`config.mk`:
```
export PLATFORM = sky130hd
export DESIGN_NAME = emu_transactor
export DESIGN_NICKNAME = d
export VERILOG_FILES = /design/src/rtl/emu_pkg.sv /design/src/rtl/emu_step_ctrl.sv /design/src/rtl/emu_transactor.sv
export SDC_FILE = /design/constraint.sdc
export NUM_CORES = 1
export LEC_CHECK = 0
export ABC_AREA = 1
export CAP_MARGIN = 15
export CORE_ASPECT_RATIO = 1.75
export CORE_MARGIN = 4
export CORE_UTILIZATION = 56
export DETAILED_ROUTE_END_ITERATION = 16
export DONT_BUFFER_PORTS = 1
export HOLD_SLACK_MARGIN = 0.02
export PLACE_DENSITY = 0.74
export SLEW_MARGIN = 20
export SYNTH_ARGS = -nofsm -noshare
export SYNTH_HDL_FRONTEND = slang
export SYNTH_SLANG_ARGS = --single-unit
```
`constraint.sdc`:
```
create_clock -name clk_emu -period 1.4 [get_ports clk_emu]
set_input_delay 0.28 -clock clk_emu [delete_from_list [all_inputs] [get_ports clk_emu]]
set_output_delay 0.28 -clock clk_emu [all_outputs]
set_load 0.01 [all_outputs]
```
`src/rtl/emu_pkg.sv`:
```
// Shared types and constants for the co-emulation transactor.
package emu_pkg;

  typedef enum logic [1:0] {
    IDLE = 2'd0,
    RUN  = 2'd1,
    CAPT = 2'd2
  } emu_state_e;

  localparam int         STEP_W       = 8;
  localparam logic [7:0] READ_DEFAULT = 8'h00;

endpackage

```
`src/rtl/emu_step_ctrl.sv`:
```
// Step sequencer: runs the DUT for a host-given number of cycles through a
// clock enable, then optionally requests one capture cycle.
//
// state | meaning
// IDLE  | DUT frozen, accepting a new run request
// RUN   | dut_ce high, counter counting down to terminal count of 1
// CAPT  | DUT frozen, capture_strobe tells the top to latch dut_out
module emu_step_ctrl
  import emu_pkg::*;
#(
  parameter int AUTO_GET = 1
) (
  input  logic              clk_emu,
  input  logic              reset_emu,
  input  logic              start,
  input  logic [STEP_W-1:0] count,
  output logic              dut_ce,
  output logic              busy,
  output logic              capture_strobe
);

  emu_state_e        state_q, state_d;
  logic [STEP_W-1:0] cnt_q, cnt_d;

  // State and down-counter registers.
  always_ff @(posedge clk_emu or posedge reset_emu) begin
    if (reset_emu) begin
      state_q <= IDLE;
      cnt_q   <= '0;
    end else begin
      state_q <= state_d;
      cnt_q   <= cnt_d;
    end
  end

  // Next state, counter update and Moore outputs; outputs follow the state
  // register so a reset drops dut_ce/busy without waiting for a clock.
  always_comb begin
    state_d        = state_q;
    cnt_d          = cnt_q;
    dut_ce         = 1'b0;
    busy           = 1'b0;
    capture_strobe = 1'b0;
    case (state_q)
      IDLE: begin
        if (start && (count != '0)) begin
          cnt_d   = count;
          state_d = RUN;
        end
      end
      RUN: begin
        dut_ce = 1'b1;
        busy   = 1'b1;
        cnt_d  = cnt_q - STEP_W'(1);
        if (cnt_q == STEP_W'(1)) begin
          state_d = (AUTO_GET != 0) ? CAPT : IDLE;
        end
      end
      CAPT: begin
        busy           = 1'b1;
        capture_strobe = 1'b1;
        state_d        = IDLE;
      end
      default: begin
        state_d = IDLE;
      end
    endcase
  end

endmodule

```
`src/rtl/emu_transactor.sv`:
```
// Co-emulation transactor: host byte port, stimulus/capture byte arrays and
// the stepped clock-enable interface towards the wrapped DUT.
module emu_transactor
  import emu_pkg::*;
#(
  parameter int NUM_STIM = 1,
  parameter int NUM_OUT  = 1,
  parameter int ADDR_W   = 3,
  parameter int AUTO_GET = 1
) (
  input  logic                  clk_emu,
  input  logic                  reset_emu,
  input  logic [7:0]            Din_emu,
  input  logic [ADDR_W-1:0]     Addr_emu,
  input  logic                  load_emu,
  input  logic                  get_emu,
  input  logic                  step_emu,
  output logic [7:0]            Dout_emu,
  output logic                  busy_emu,
  output logic [8*NUM_STIM-1:0] dut_in,
  input  logic [8*NUM_OUT-1:0]  dut_out,
  output logic                  dut_ce
);

  logic [7:0] stim_q [NUM_STIM];
  logic [7:0] vect_q [NUM_OUT];
  logic [7:0] rd_byte;
  logic       cmd_any;
  logic       do_load;
  logic       do_get;
  logic       do_start;
  logic       capture_strobe;

  // Any asserted command consumes the cycle, even one dropped while busy.
  assign cmd_any  = load_emu | get_emu | step_emu;
  assign do_load  = load_emu & ~busy_emu;
  assign do_get   = get_emu & ~load_emu & ~busy_emu;
  assign do_start = step_emu & ~load_emu & ~get_emu;

  emu_step_ctrl #(
    .AUTO_GET (AUTO_GET)
  ) u_step_ctrl (
    .clk_emu        (clk_emu),
    .reset_emu      (reset_emu),
    .start          (do_start),
    .count          (Din_emu),
    .dut_ce         (dut_ce),
    .busy           (busy_emu),
    .capture_strobe (capture_strobe)
  );

  // Capture-array read mux; addresses past NUM_OUT read the default byte.
  always_comb begin
    rd_byte = READ_DEFAULT;
    for (int k = 0; k < NUM_OUT; k++) begin
      if (Addr_emu == ADDR_W'(k)) rd_byte = vect_q[k];
    end
  end

  // Host byte writes into the stimulus array; out-of-range addresses match nothing.
  always_ff @(posedge clk_emu or posedge reset_emu) begin
    if (reset_emu) begin
      for (int k = 0; k < NUM_STIM; k++) stim_q[k] <= 8'h00;
    end else if (!cmd_any) begin
      for (int k = 0; k < NUM_STIM; k++) begin
        if (Addr_emu == ADDR_W'(k)) stim_q[k] <= Din_emu;
      end
    end
  end

  // Registered host read data, refreshed only on plain byte-access cycles.
  always_ff @(posedge clk_emu or posedge reset_emu) begin
    if (reset_emu) begin
      Dout_emu <= 8'h00;
    end else if (!cmd_any) begin
      Dout_emu <= rd_byte;
    end
  end

  // Stimulus bus update on an accepted load.
  always_ff @(posedge clk_emu or posedge reset_emu) begin
    if (reset_emu) begin
      dut_in <= '0;
    end else if (do_load) begin
      for (int k = 0; k < NUM_STIM; k++) dut_in[8*k +: 8] <= stim_q[k];
    end
  end

  // Capture array: host get while idle, or the automatic capture after a run.
  always_ff @(posedge clk_emu or posedge reset_emu) begin
    if (reset_emu) begin
      for (int k = 0; k < NUM_OUT; k++) vect_q[k] <= 8'h00;
    end else if (do_get || capture_strobe) begin
      for (int k = 0; k < NUM_OUT; k++) vect_q[k] <= dut_out[8*k +: 8];
    end
  end

endmodule

```
Word-level counts from Yosys, hierarchy flattened
Index checks and enable logic that the tools add are counted.
{ "op_classes": {"mux": 9, "n_bitwise": 11, "add_sub_neg": 1, "eq_ne": 5, "n_reduce_logical": 10} }
{ "ops": {"columns": ["op", "n"], "rows": [
  ["$mux 8", 2],
  ["$pmux 8 s2", 1],
  ["$eq 8x1->1 const B", 1],
  ["$reduce_bool 8->1", 1],
  ["$sub 8x1->8 const B", 1],
  ["$reduce_and 2->1", 3],
  ["$and 1x1->1", 5],
  ["$mux 2", 2],
  ["$ne 2x1->1 const B", 2],
  ["$not 1->1", 4],
  ["$pmux 2 s2", 1],
  ["$logic_not 3->1", 1],
  ["$mux 1", 3],
  ["$eq 2x1->1 const B", 1],
  ["$eq 2x2->1 const B", 1],
  ["$logic_not 2->1", 1],
  ["$or 1x1->1", 2],
  ["$reduce_bool 2->1", 1],
  ["$reduce_or 2->1", 1],
  ["$logic_and 1x1->1", 1],
  ["$logic_or 1x1->1", 1]
]} }
{ "word_totals": {"inputBits": 24, "out_inout_bits": 18, "elab_cells": 42, "regBits": 42} }

Longest topological paths before layout
{ "logic_depth": {"depth_word": 6, "depth_mapped": 9, "mapped_depth_nobuf": 9} }

Cells and area by module
A second synthesis with hierarchy kept.
{ "unflattened": {"hier_cells": 269, "area_unflattened_um2": 2170.8} }
{ "by_module_without_submodules": {"columns": ["mod", "n_inst", "seq_area_each_um2", "cells_each", "area_per_inst_um2"], "rows": [
  ["emu_transactor", 1, 800.8, 151, 1357.6],
  ["emu_step_ctrl", 1, 250.2, 118, 813.3]
]} }

Worst setup path before layout
No wires, ideal clock.
{ "synth_path": {"path_kind": "register to register", "startpoint": "register u_step_ctrl.state_q[1]", "endpoint": "register u_step_ctrl.cnt_q[1]", "n_path_buf": 1, "path_stages_with_launch": 8, "required_ps": 1273, "setup_slack_ps": -154, "period_less_slack_ps": 1554, "t_arrival_ps": 1428, "setup_ps": 127, "cell_sequence": "dfrtp_1 -> inv_1 -> ha_1 -> inv_1 -> or2_2 -> nand2_1 -> buf_4 -> o21ai_0"} }
{ "synth_between": {"elab_chain_cells": 3, "elab_cells_between_ends": 6, "cone_classes": "eq/ne (2); mux (1); reduce/logical (3)"} }
{ "synth_rtl": {"columns": ["item", "line_no", "rtl"], "rows": [
  ["start: declaration", "emu_step_ctrl.sv:22", "emu_state_e state_q, state_d;"],
  ["start signal: assignment", "emu_step_ctrl.sv:31", "state_q <= state_d;"],
  ["$eq 2x1->1 / $logic_not 2->1 (equally long branches)", "emu_step_ctrl.sv:44", "case (state_q)"],
  ["$reduce_bool 2->1 (no line) / $ne 2x1->1 (equally long branches)", null, null],
  ["$reduce_and 2->1 (no line)", null, null],
  ["end signal: assignment", "emu_step_ctrl.sv:32", "cnt_q <= cnt_d;"],
  ["end: declaration", "emu_step_ctrl.sv:23", "logic [STEP_W-1:0] cnt_q, cnt_d;"]
]} }
Several ways; a longest one is shown, not always the timed one.
A chain may end at the register's enable or synchronous reset.

Worst setup path after layout
{ "layout_path": {"startpoint": "register u_step_ctrl.state_q[0]", "endpoint": "output busy_emu"} }
{ "layout_between": {"elab_chain_cells": 3, "elab_cells_between_ends": 4, "cone_classes": "eq/ne (2); mux (1); reduce/logical (1)"} }
{ "layout_rtl": {"columns": ["item", "line_no", "rtl"], "rows": [
  ["$eq 2x2->1 / $eq 2x1->1 (equally long branches)", "emu_step_ctrl.sv:44", null],
  ["$reduce_or 2->1 (no line) *", null, null],
  ["$mux 1 *", "emu_step_ctrl.sv:44", null],
  ["end: declaration", "emu_transactor.sv:19", "output logic busy_emu,"]
]} }
Mark *: on every way between the ends. The rest lies on a longest branch, timed or not.

==> results.tsv <==
stage	metric	value	unit
status	status	finished with violations	
status	failing checks	negative setup slack	
synth	Synth Cell Area	1977	sq um
global_routing	global route hottest layer	met2	
clock_network	clk slew on worst S/H paths	0.08	ns
cells_and_area	final core occ	72.46	%
cells_and_area	final instance area	2462	sq um
synth	Synth area leaders	dfrtp_1 (53%), nand2_1 (9.7%), mux2_2 (7.4%), inv_1 (6.6%), o21ai_0 (5.3%)	
synth	commonest cells in the netlist	nand2_1 (51), dfrtp_1 (42), inv_1 (35)	
sta	Least-Margin Pin Slew	0.5315	ns
setup_path	Buf/Inv on CP	2	
clock_network	H-Tree Depth	2	
global_routing	total grt overflow	0	
global_routing	initial antenna violation count	0	
sta	Worst Slack Setup Final	-0.05124	ns
synth	sequential cell area fraction in the yosys report	53.16	%
pwr	LEAKAGE	0.001239	uW
detailed_routing	vias	1538	
detailed_routing	Remaining DRCs	0	
synth	Mapped Cells	218	
synth	Syn Nets	247	
pwr	peak supply drop	1619	uV
sta	period utilisation layout	103.7	%
floorplanning	die height	86.60	um
sta	# setup viols final	10	
detailed_routing	drt initial violations	47	
synth	async set-reset flop share out of synthesis	100.0	%
setup_path	Setup crit start kind	register	
setup_path	WP data arrival	1.17	ns
synth	Post-synth EDFFs	0	
clock_network	total CTS buffers	5	
global_routing	met3 Use GR	4.819	%
setup_path	CP delay by family, top	flip-flops	
sta	skew final	0.007308	ns
cells_and_area	P&R area growth vs syn	24.56	%
detailed_routing	DR vias/cell	5.322	
sta	max frequency	689.1	MHz
pwr	Tot Pwr	5564	uW
cells_and_area	nets@finish	272	
job	max-cap violations	0	
cells_and_area	Antenna Cells	0	
setup_path	slowest CP cell	dfrtp_1	
clock_network	clk root buf	clkbuf_8	
pwr	PD cells	2260	nW/um^2
global_routing	met1 Track Usage GR	23.30	%
global_routing	met2 usage	40.27	%
floorplanning	Row Count	28	
detailed_routing	final wirelength	4592	um
floorplanning	Initial Util	58.17	%
synth	Synth area leader	dfrtp_1	
floorplanning	Core Box Area	3398	sq um
sta	Max-slew headroom	64.56	%
synth	mean post-synth cell area	9.068	sq um
setup_path	endpoint class of the critical path	primary output	
synth	most frequent cell after synthesis	nand2_1	
clock_network	CTS Buffer Depth	2	
detailed_routing	First-pass DRT Iterations	4	
sta	Tmin final	1.451	ns
global_routing	total track usage	21.91	%
synth	dominant synthesized flop cell	dfrtp_1	
synth	Synth top area share	53.16	%
min_path	Worst Hold Class	primary input to register	
floorplanning	die area	4582	sq um
floorplanning	Die Wd	52.92	um
setup_path	CP max stage delay	0.43	ns
floorplanning	I/O pin total	42	
synth	yosys warns	0	
detailed_routing	post-route ant nets	0	
global_routing	vias in the first global route	1538	
sta	final hold slack	0.1005	ns
place	hpwl dp	3251	um
setup_path	WS Path Type	register to primary output	
clock_network	Worst-Skew Late Latency	0.30	ns
clock_network	Sink Count	42	
clock_network	CTS tree	yes	
sta	TNS Setup	-0.1239	ns
synth	number of synthesized register bits	42	
detailed_routing	post-DR wirelength/cell	15.89	um
synth	Distinct cells, synth	19	
place	GP Congestion	0.8295	
setup_path	crit-path cells	inv_2 > ha_4 > buf_6	
setup_path	Crit Path Max Fanout	3	
global_routing	largest net degree at the start of global routing	43	
sta	final slew viol count	0	
global_routing	first-pass GRT wire length	7258	um
place	DP Area	2197	sq um
sta	RSZ-0062 raised after global routing	true	
cells_and_area	layout cells sized above 1	24.59	%
sta	Final Hold Viols	0	
place	port bufs	0	
setup_path	CP required	1.12	ns
-- final timing paths --
| check | from | to | slack [ns] | cells after the start |
|---|---|---|---|---|
| hold reg to reg | stim_q[3]$_DFFE_PP0P_ | stim_q[3]$_DFFE_PP0P_ | 0.51 | 2 |
| min in group asynchronous | reset_emu | Dout_emu[4]$_DFFE_PP0N_ | 0.55 | 3 |
| setup / recovery | u_step_ctrl.state_q[0]$_DFFE_PP0P_ | busy_emu | -0.05 | 3 |
| max in group asynchronous | reset_emu | Dout_emu[1]$_DFFE_PP0N_ | 0.47 | 3 |
| setup reg to reg | u_step_ctrl.state_q[0]$_DFFE_PP0P_ | dut_in[3]$_DFFE_PP0P_ | -0.01 | 5 |
| hold / removal | dut_out[7] | vect_q[7]$_DFFE_PP0P_ | 0.10 | 2 |
-- per-layer routing --
| metal | wire length [um] | share of wire (%) | vias to the layer above |
|---|---|---|---|
| met5 | 0 | 0 | - |
| li1 | - | - | 757 |
| met1 | 1627 | 35 | 727 |
| met3 | 264 | 5.7 | 6 |
| met4 | 70 | 1.5 | 0 |
| met2 | 2629 | 57 | 48 |
-- state kept, by name, summed over array words and instances (netlist names) --
signal and flops:
u_step_ctrl.state_q 2, Dout_emu 8, vect_q 8, stim_q 8, dut_in 8, u_step_ctrl.cnt_q 8
-- what timing repair did --
| action | 4_1_cts | 5_1_grt |
|---|---|---|
| gates resized for setup | 14 | 15 |
| pin swaps | 4 | 2 |
| buffers inserted | 2 | 0 |
| cloned | 0 | 1 |
| hold buffers | 1 | 0 |
| setup endpoints to repair | 11 | 28 |
| hold endpoints to repair | 42 | 0 |
-- power breakdown --
group / switching [uW] / total, uW / leakage, uW / internal [uW]
sequential: 346 / 1980 / 0.000539 / 1640
combinational: 1250 / 2450 / 0.000632 / 1190
clock: 422 / 1140 / 0.0000683 / 714
-- layout make-up --
cell class                 instances  area (sq um)
multi-input combinational        138         902.1
sequential                        42          1051
timing repair buffer              21         183.9
fill                             250         935.9
clock inverter                     3         68.82
clock buffer                       5         68.82
tap                               45         56.30
inverter                          35         131.4
-- placed cells by master, fill, tap and decap left out, types with 7 or more instances in the layout --
cell type,Yosys,final
o21ai_1,0,7
nand2_1,51,49
buf_4,2,16
nand3_1,16,16
dfrtp_1,42,42
inv_1,35,31
o21ai_0,21,14
o22ai_1,8,8
mux2_4,0,8
nor2_1,13,12
-- through the flow --
step | instances | worst slack [ns]
after floorplan | 218 | -0.01049
after global placement | 277 | -0.01433
after detailed placement | 277 | -0.04642
after CTS | 288 | -0.06987
after global routing | 289 | -0.08351
final | 289 | -0.05124
-- cell families (layout without fill, tap and decap cells) --
family	after synthesis	in the layout	synth area share, %
AND/OR/NAND/NOR	87	87	19.30
flip-flops	42	42	53.16
buffers and inverters	39	64	7.785
AO/OA/AOI/OAI	32	33	9.178
multiplexers	13	13	7.405
adder cells (fa/ha/maj)	5	5	3.165
No activity file was read; power rests on OpenSTA's default activity.
